## src/rtl/hazard_pkg.sv

```systemverilog
`default_nettype none
// ============================================================================
//  Module      : hazard_pkg
//  Description : Shared definitions for the ID-stage hazard scoreboard:
//                instruction class encodings, the zero register index and the
//                class-to-forwarding-latency helper.
//  Revision    : 1.0 - initial release
// ============================================================================
package hazard_pkg;

    localparam logic [1:0] CLS_ALU  = 2'd0;
    localparam logic [1:0] CLS_LOAD = 2'd1;
    localparam logic [1:0] CLS_MUL  = 2'd2;
    localparam logic [1:0] CLS_RSVD = 2'd3;

    localparam logic [4:0] REG_ZERO = 5'd0;

    // Cycles a result of the given class needs before forwarding can supply it.
    // The reserved encoding behaves like an ALU op.
    function automatic logic [7:0] lat_of(input logic [1:0] cls,
                                          input int unsigned loadLat,
                                          input int unsigned mulLat);
        logic [7:0] lat;
        lat = 8'd0;
        case (cls)
            CLS_LOAD: lat = 8'(loadLat);
            CLS_MUL:  lat = 8'(mulLat);
            default:  lat = 8'd0;
        endcase
        return lat;
    endfunction

endpackage
`default_nettype wire

```

## src/rtl/hazard_reg_counter.sv

```systemverilog
`default_nettype none
// ============================================================================
//  Module      : hazard_reg_counter
//  Description : Per-register countdown of cycles until the in-flight result
//                is forwardable. Priority: clear > load > decrement.
//  Revision    : 1.0 - initial release
// ============================================================================
module hazard_reg_counter #(
    parameter int CNT_W = 3
) (
    input  logic             clk,
    input  logic             rst_n,
    input  logic             i_clear,
    input  logic             i_load,
    input  logic [CNT_W-1:0] i_loadVal,
    output logic [CNT_W-1:0] o_count,
    output logic             o_busy
);

    logic [CNT_W-1:0] r_count;

    // Countdown: a killed producer clears, a new producer reloads, else drain.
    always_ff @(posedge clk or negedge rst_n) begin
        if (!rst_n) begin
            r_count <= '0;
        end else if (i_clear) begin
            r_count <= '0;
        end else if (i_load) begin
            r_count <= i_loadVal;
        end else if (r_count != '0) begin
            r_count <= r_count - 1'b1;
        end
    end

    assign o_count = r_count;
    assign o_busy  = (r_count != '0);

endmodule
`default_nettype wire

```

## src/rtl/hazard_scoreboard.sv

```systemverilog
`default_nettype none
// ============================================================================
//  Module      : hazard_scoreboard
//  Description : ID-stage interlock. Tracks per architectural register the
//                cycles until an in-flight result is forwardable and stalls
//                issue when a source (or WAW destination) is not yet ready.
//                Optional macro HAZARD_STATS_EN enables the saturating
//                StallCount statistic; otherwise StallCount reads zero.
//  Revision    : 1.0 - initial release
// ============================================================================
module hazard_scoreboard
    import hazard_pkg::*;
#(
    parameter int LOAD_LAT = 1,
    parameter int MUL_LAT  = 4,
    parameter int CNT_W    = 3   // must hold max(LOAD_LAT, MUL_LAT)
) (
    input  logic        clk,
    input  logic        rst_n,
    input  logic        ID_Valid,
    input  logic [4:0]  ID_RegRs,
    input  logic [4:0]  ID_RegRt,
    input  logic        ID_UsesRs,
    input  logic        ID_UsesRt,
    input  logic        ID_RegWrite,
    input  logic [4:0]  ID_RegRd,
    input  logic [1:0]  ID_Class,
    input  logic        EX_Flush,
    output logic        Stall,
    output logic        IDEX_Bubble,
    output logic [31:0] StallCount
);

    logic [CNT_W-1:0] w_cnt [32];
    logic [31:0]      w_busy;
    logic [7:0]       w_rdLat;
    logic             w_rsHaz;
    logic             w_rtHaz;
    logic             w_wawHaz;
    logic             w_issue;
    logic             w_issueWrite;
    logic [4:0]       r_lastRd;
    logic             r_lastValid;

    // Register 0 is hard-wired and never has a pending producer.
    assign w_cnt[0]  = '0;
    assign w_busy[0] = 1'b0;

    assign w_rdLat  = lat_of(ID_Class, LOAD_LAT, MUL_LAT);
    assign w_rsHaz  = ID_UsesRs && (ID_RegRs != REG_ZERO) && w_busy[ID_RegRs];
    assign w_rtHaz  = ID_UsesRt && (ID_RegRt != REG_ZERO) && w_busy[ID_RegRt];
    // A new writer must not become forwardable before an older one to the same Rd.
    assign w_wawHaz = ID_RegWrite && (ID_RegRd != REG_ZERO) &&
                      ({{(8-CNT_W){1'b0}}, w_cnt[ID_RegRd]} > w_rdLat);

    assign Stall        = ID_Valid && (w_rsHaz || w_rtHaz || w_wawHaz);
    assign IDEX_Bubble  = Stall || EX_Flush;
    assign w_issue      = ID_Valid && !Stall && !EX_Flush;
    assign w_issueWrite = w_issue && ID_RegWrite && (ID_RegRd != REG_ZERO);

    generate
        for (genvar r = 1; r < 32; r++) begin : g_reg
            hazard_reg_counter #(
                .CNT_W (CNT_W)
            ) u_cnt (
                .clk       (clk),
                .rst_n     (rst_n),
                .i_clear   (EX_Flush && r_lastValid && (r_lastRd == 5'(r))),
                .i_load    (w_issueWrite && (ID_RegRd == 5'(r))),
                .i_loadVal (w_rdLat[CNT_W-1:0]),
                .o_count   (w_cnt[r]),
                .o_busy    (w_busy[r])
            );
        end
    endgenerate

    // Remember the previous cycle's issued writer so a flush can cancel it.
    always_ff @(posedge clk or negedge rst_n) begin
        if (!rst_n) begin
            r_lastRd    <= REG_ZERO;
            r_lastValid <= 1'b0;
        end else begin
            r_lastRd    <= ID_RegRd;
            r_lastValid <= w_issueWrite;
        end
    end

`ifdef HAZARD_STATS_EN
    logic [31:0] r_stallCount;

    // Saturating count of cycles spent stalled.
    always_ff @(posedge clk or negedge rst_n) begin
        if (!rst_n) begin
            r_stallCount <= 32'd0;
        end else if (Stall && (r_stallCount != 32'hFFFF_FFFF)) begin
            r_stallCount <= r_stallCount + 32'd1;
        end
    end

    assign StallCount = r_stallCount;
`else
    assign StallCount = 32'd0;
`endif

endmodule
`default_nettype wire

```

## config.mk

```make
export PLATFORM = sky130hd
export DESIGN_NAME = hazard_scoreboard
export DESIGN_NICKNAME = d
export VERILOG_FILES = /design/src/rtl/hazard_pkg.sv /design/src/rtl/hazard_reg_counter.sv /design/src/rtl/hazard_scoreboard.sv
export SDC_FILE = /design/constraint.sdc
export NUM_CORES = 1
export LEC_CHECK = 0
export ABC_AREA = 1
export ABC_CLOCK_PERIOD_IN_PS = 8350
export CAP_MARGIN = 10
export CORE_ASPECT_RATIO = 0.7
export CORE_MARGIN = 2
export CORE_UTILIZATION = 45
export CTS_CLUSTER_DIAMETER = 60
export DETAILED_ROUTE_END_ITERATION = 10
export DONT_BUFFER_PORTS = 1
export PLACE_DENSITY = 0.64
export SYNTH_ARGS = -nofsm -noshare
export SYNTH_HDL_FRONTEND = slang
export SYNTH_SLANG_ARGS = --single-unit
```

## constraint.sdc

```tcl
create_clock -name clk -period 8.35 [get_ports clk]
set_input_delay 1.67 -clock clk [delete_from_list [all_inputs] [get_ports clk]]
set_output_delay 1.67 -clock clk [all_outputs]
set_load 0.03 [all_outputs]
```

==> impl_metrics.csv <==
group,metric,value,unit
final_layout,area_delta_synth_final,3.028,%
synthesis,synthCells,1368,
grt,grt_pass1_wl,46.23,mm
timing,tns,0,ps
timing,drv_slew,0,
power,powerDensity,334.8,nW/um^2
synthesis,synth_top_area_cell,"dfrtp_1",
grt,grt_pass1_vias,7685,
critical_path,cp_max_fo,19,
floorplanning,std_cell_rows,44,
place,gp_congestion,1.014,
clock_network,post_cts_buffers,0,
critical_path,max_stage_delay,600,ps
floorplanning,die_w,176.9,um
floorplanning,die_y,125.1,um
timing,hold_viol,0,
drt,drt_iter0_drc,831,
critical_path,critPathKind,"in2out",
drt,routed_wl,30.48,mm
place,dp_cells,1610,
clock_network,cts_buffer_depth,2,
timing,min_period,6580,ps
drt,vias,8736,
final_layout,n_fill_cell,2132,
floorplanning,start_util,0.4563,
critical_path,setup.worst_path.start_class,"input port",
drt,antenna_left,0,
clock_network,clkSinkCount,99,
synthesis,yosysWarnings,0,
final_layout,drive_gt1_frac,0.07858,
drt,wl_per_cell,18.74,um
synthesis,synth_edf_count,0,
power,total_power,0.003250,W
timing,slew_headroom,0.4771,
critical_path,critPathRequiredTime,6680,ps
timing,rsz0062_at_grt,"no",
timing,setup_ws,1770,ps
timing,setup_violations,0,
synthesis,synth.cell_area,9420,sq um
synthesis,synth_cell_types,42,
drt,drt-pass1-iter-count,7,
grt,grt_overflow,0,
critical_path,path_cells,"inv_4 > nor2_2 > clkinv_1 > o22ai_1 > o21ai_0 > nand4_1 > nor2_1 > a21oi_1 > ha_1 > nor2_1 > nor2_1 > nand2_2 > nand2_4 > o21ai_0 > inv_1 > or2_2",
synthesis,syn_avg_cell_area,6.886,sq um
synthesis,yosys.area.top_type_share,0.2630,
worst_hold_path,min_path_cells,2,
worst_hold_path,hold_class,"reg2reg",
timing,worst_pin_slew,783.5,ps
synthesis,seq_area_frac_synth,0.2630,
critical_path,arrival,4910,ps
clock_network,root_buffer,"clkbuf_16",
timing,min_period_over_period,0.7881,
clock_network,cts_hold_buf,0,
job,drv_cap,0,
synthesis,synth_most_common_cell,"nand2_1",
synthesis,ys_ff_latch,99,
grt,antenna_found_initial,1,
power,ir_worst_vdd,0.1566,mV
clock_network,htreeDepth,3,
drt,drc,0,
clock_network,numCtsBuffers,9,
critical_path,slowest_stage,"clkinv_1",
critical_path,cp_common_cell,"nor2_1",
place,io_buffers,0,
timing,max_freq,0.1520,GHz
final_layout,final_cells,1626,
drt,vias_per_cell,5.373,
floorplanning,dieArea,22130,sq um
synthesis,synthArstFlopShare,1.000,
floorplanning,io_pins,58,
clock_network,cts_tree,"done",
synthesis,synth-main-ff-cell,"dfrtp_1",
synthesis,synth_commonest_cells,"310 x nand2_1, 250 x inv_1, 113 x nor2_1",
critical_path,reg2regPathDepth,17,
clock_network,clk_pin_slew,70,ps
synthesis,synthTopCellsByArea,"dfrtp_1 26%, nand2_1 12%, inv_1 10%, ha_1 8.5%, nand4_1 6.4%",
timing,worst_clock_skew,10.42,ps
final_layout,finalNetCount,1433,
power,total_leakage_power,5.066,nW
clock_network,insertion_delay,370,ps
clock_network,cts_resized,0,
critical_path,critPathCaptureType,"output pin",
status,status,"complete, no violations",
grt,grt_max_degree,100,
place,dpl_worst_slack,1876,ps
grt,grt_usage,0.2778,
place,hpwl,23.01,mm
floorplanning,placeableCoreArea,20640,sq um
timing,hold_ws,526.0,ps
-- logic make-up (layout without fill, tap and decap cells) --
logic type / after synthesis / after routing / synth area share
AND/OR/NAND/NOR: 665 / 665 / 0.3517
buffers and inverters: 338 / 288 / 0.1615
AO/OA/AOI/OAI: 170 / 170 / 0.1096
flip-flops: 99 / 99 / 0.2630
adder cells (fa/ha/maj): 64 / 64 / 0.08500
XOR/XNOR: 31 / 31 / 0.02882
other: 1 / 33 / 0.0003981
-- placed cells by master (no fill, tap or decap), drive strengths merged, types with 2 or more instances in the layout --
master  count
nor3b       2
a221oi      3
xnor2      31
nand4      97
clkinv      4
inv       265
nor2      122
a22oi       2
buf         6
nand3     103
conb       32
clkbuf     13
nand2     315
a21oi      47
o21ai      90
dfrtp      99
nor3       25
o22ai      22
ha         64
o221ai      2
-- flip-flops by register name, indices dropped and copies added, names as in the netlist --
signal,cells
r_lastValid,1
r_lastRd,5
g.u_cnt.o_count,93
-- metrics by stage --
stage | utilization | cell area (sq um)
global placement | 0.4564 | 9423
detailed placement | 0.4564 | 9423
finish | 0.4701 | 9706
CTS | 0.4700 | 9703
floorplan | - | 9537
global route | 0.4700 | 9703
-- layer usage --
metal	global-route usage	vias up	share of wire
met1	0.4084	4048	0.47
met2	0.3961	343	0.41
li1	-	4309	-
met3	0.08394	36	0.099
met4	0.06320	0	0.017
met5	0	-	0
-- area by class of cell --
type	instances	area (sq um)	share of cell area
Clock inverter	2	10.01	0.001031
Multi-Input combinational cell	962	5545	0.5714
Timing Repair Buffer	6	45.04	0.004641
Antenna cell	1	2.502	0.0002578
Clock buffer	13	270.3	0.02785
Inverter	267	1010	0.1040
Sequential cell	99	2477	0.2553
Tap cell	276	345.3	0.03558
-- where the power goes --
part	internal (W)	switching, W
Combinational	0.000716	0.00119
Sequential	0.000731	0.000194
Clock	0.000225	0.000199
Total	0.00167	0.00158
-- worst max-delay path, delay by kind of cell --
kind / cells / cell delay, ps
AOI/OAI and AO/OA: 4 / 910
adders and majority gates: 1 / 280
and+or+nand+nor: 8 / 1200
buffers and inverters: 3 / 830
-- final timing paths --
kind | to | slack, ps | start
worst min register to register | g_reg[24].u_cnt.o_count[0] | 530 | g_reg[24].u_cnt.o_count[0]
worst min-delay path | g_reg[24].u_cnt.o_count[0] | 530 | g_reg[24].u_cnt.o_count[0]
worst max-delay path | IDEX_Bubble | 1770 | ID_RegRd[1]
min in group asynchronous | g_reg[13].u_cnt.o_count[0] | 990 | rst_n
max in group asynchronous | g_reg[23].u_cnt.o_count[2] | 7210 | rst_n
worst max register to register | g_reg[23].u_cnt.o_count[2] | 4490 | g_reg[24].u_cnt.o_count[0]
Power figures use the tool's default switching activity.
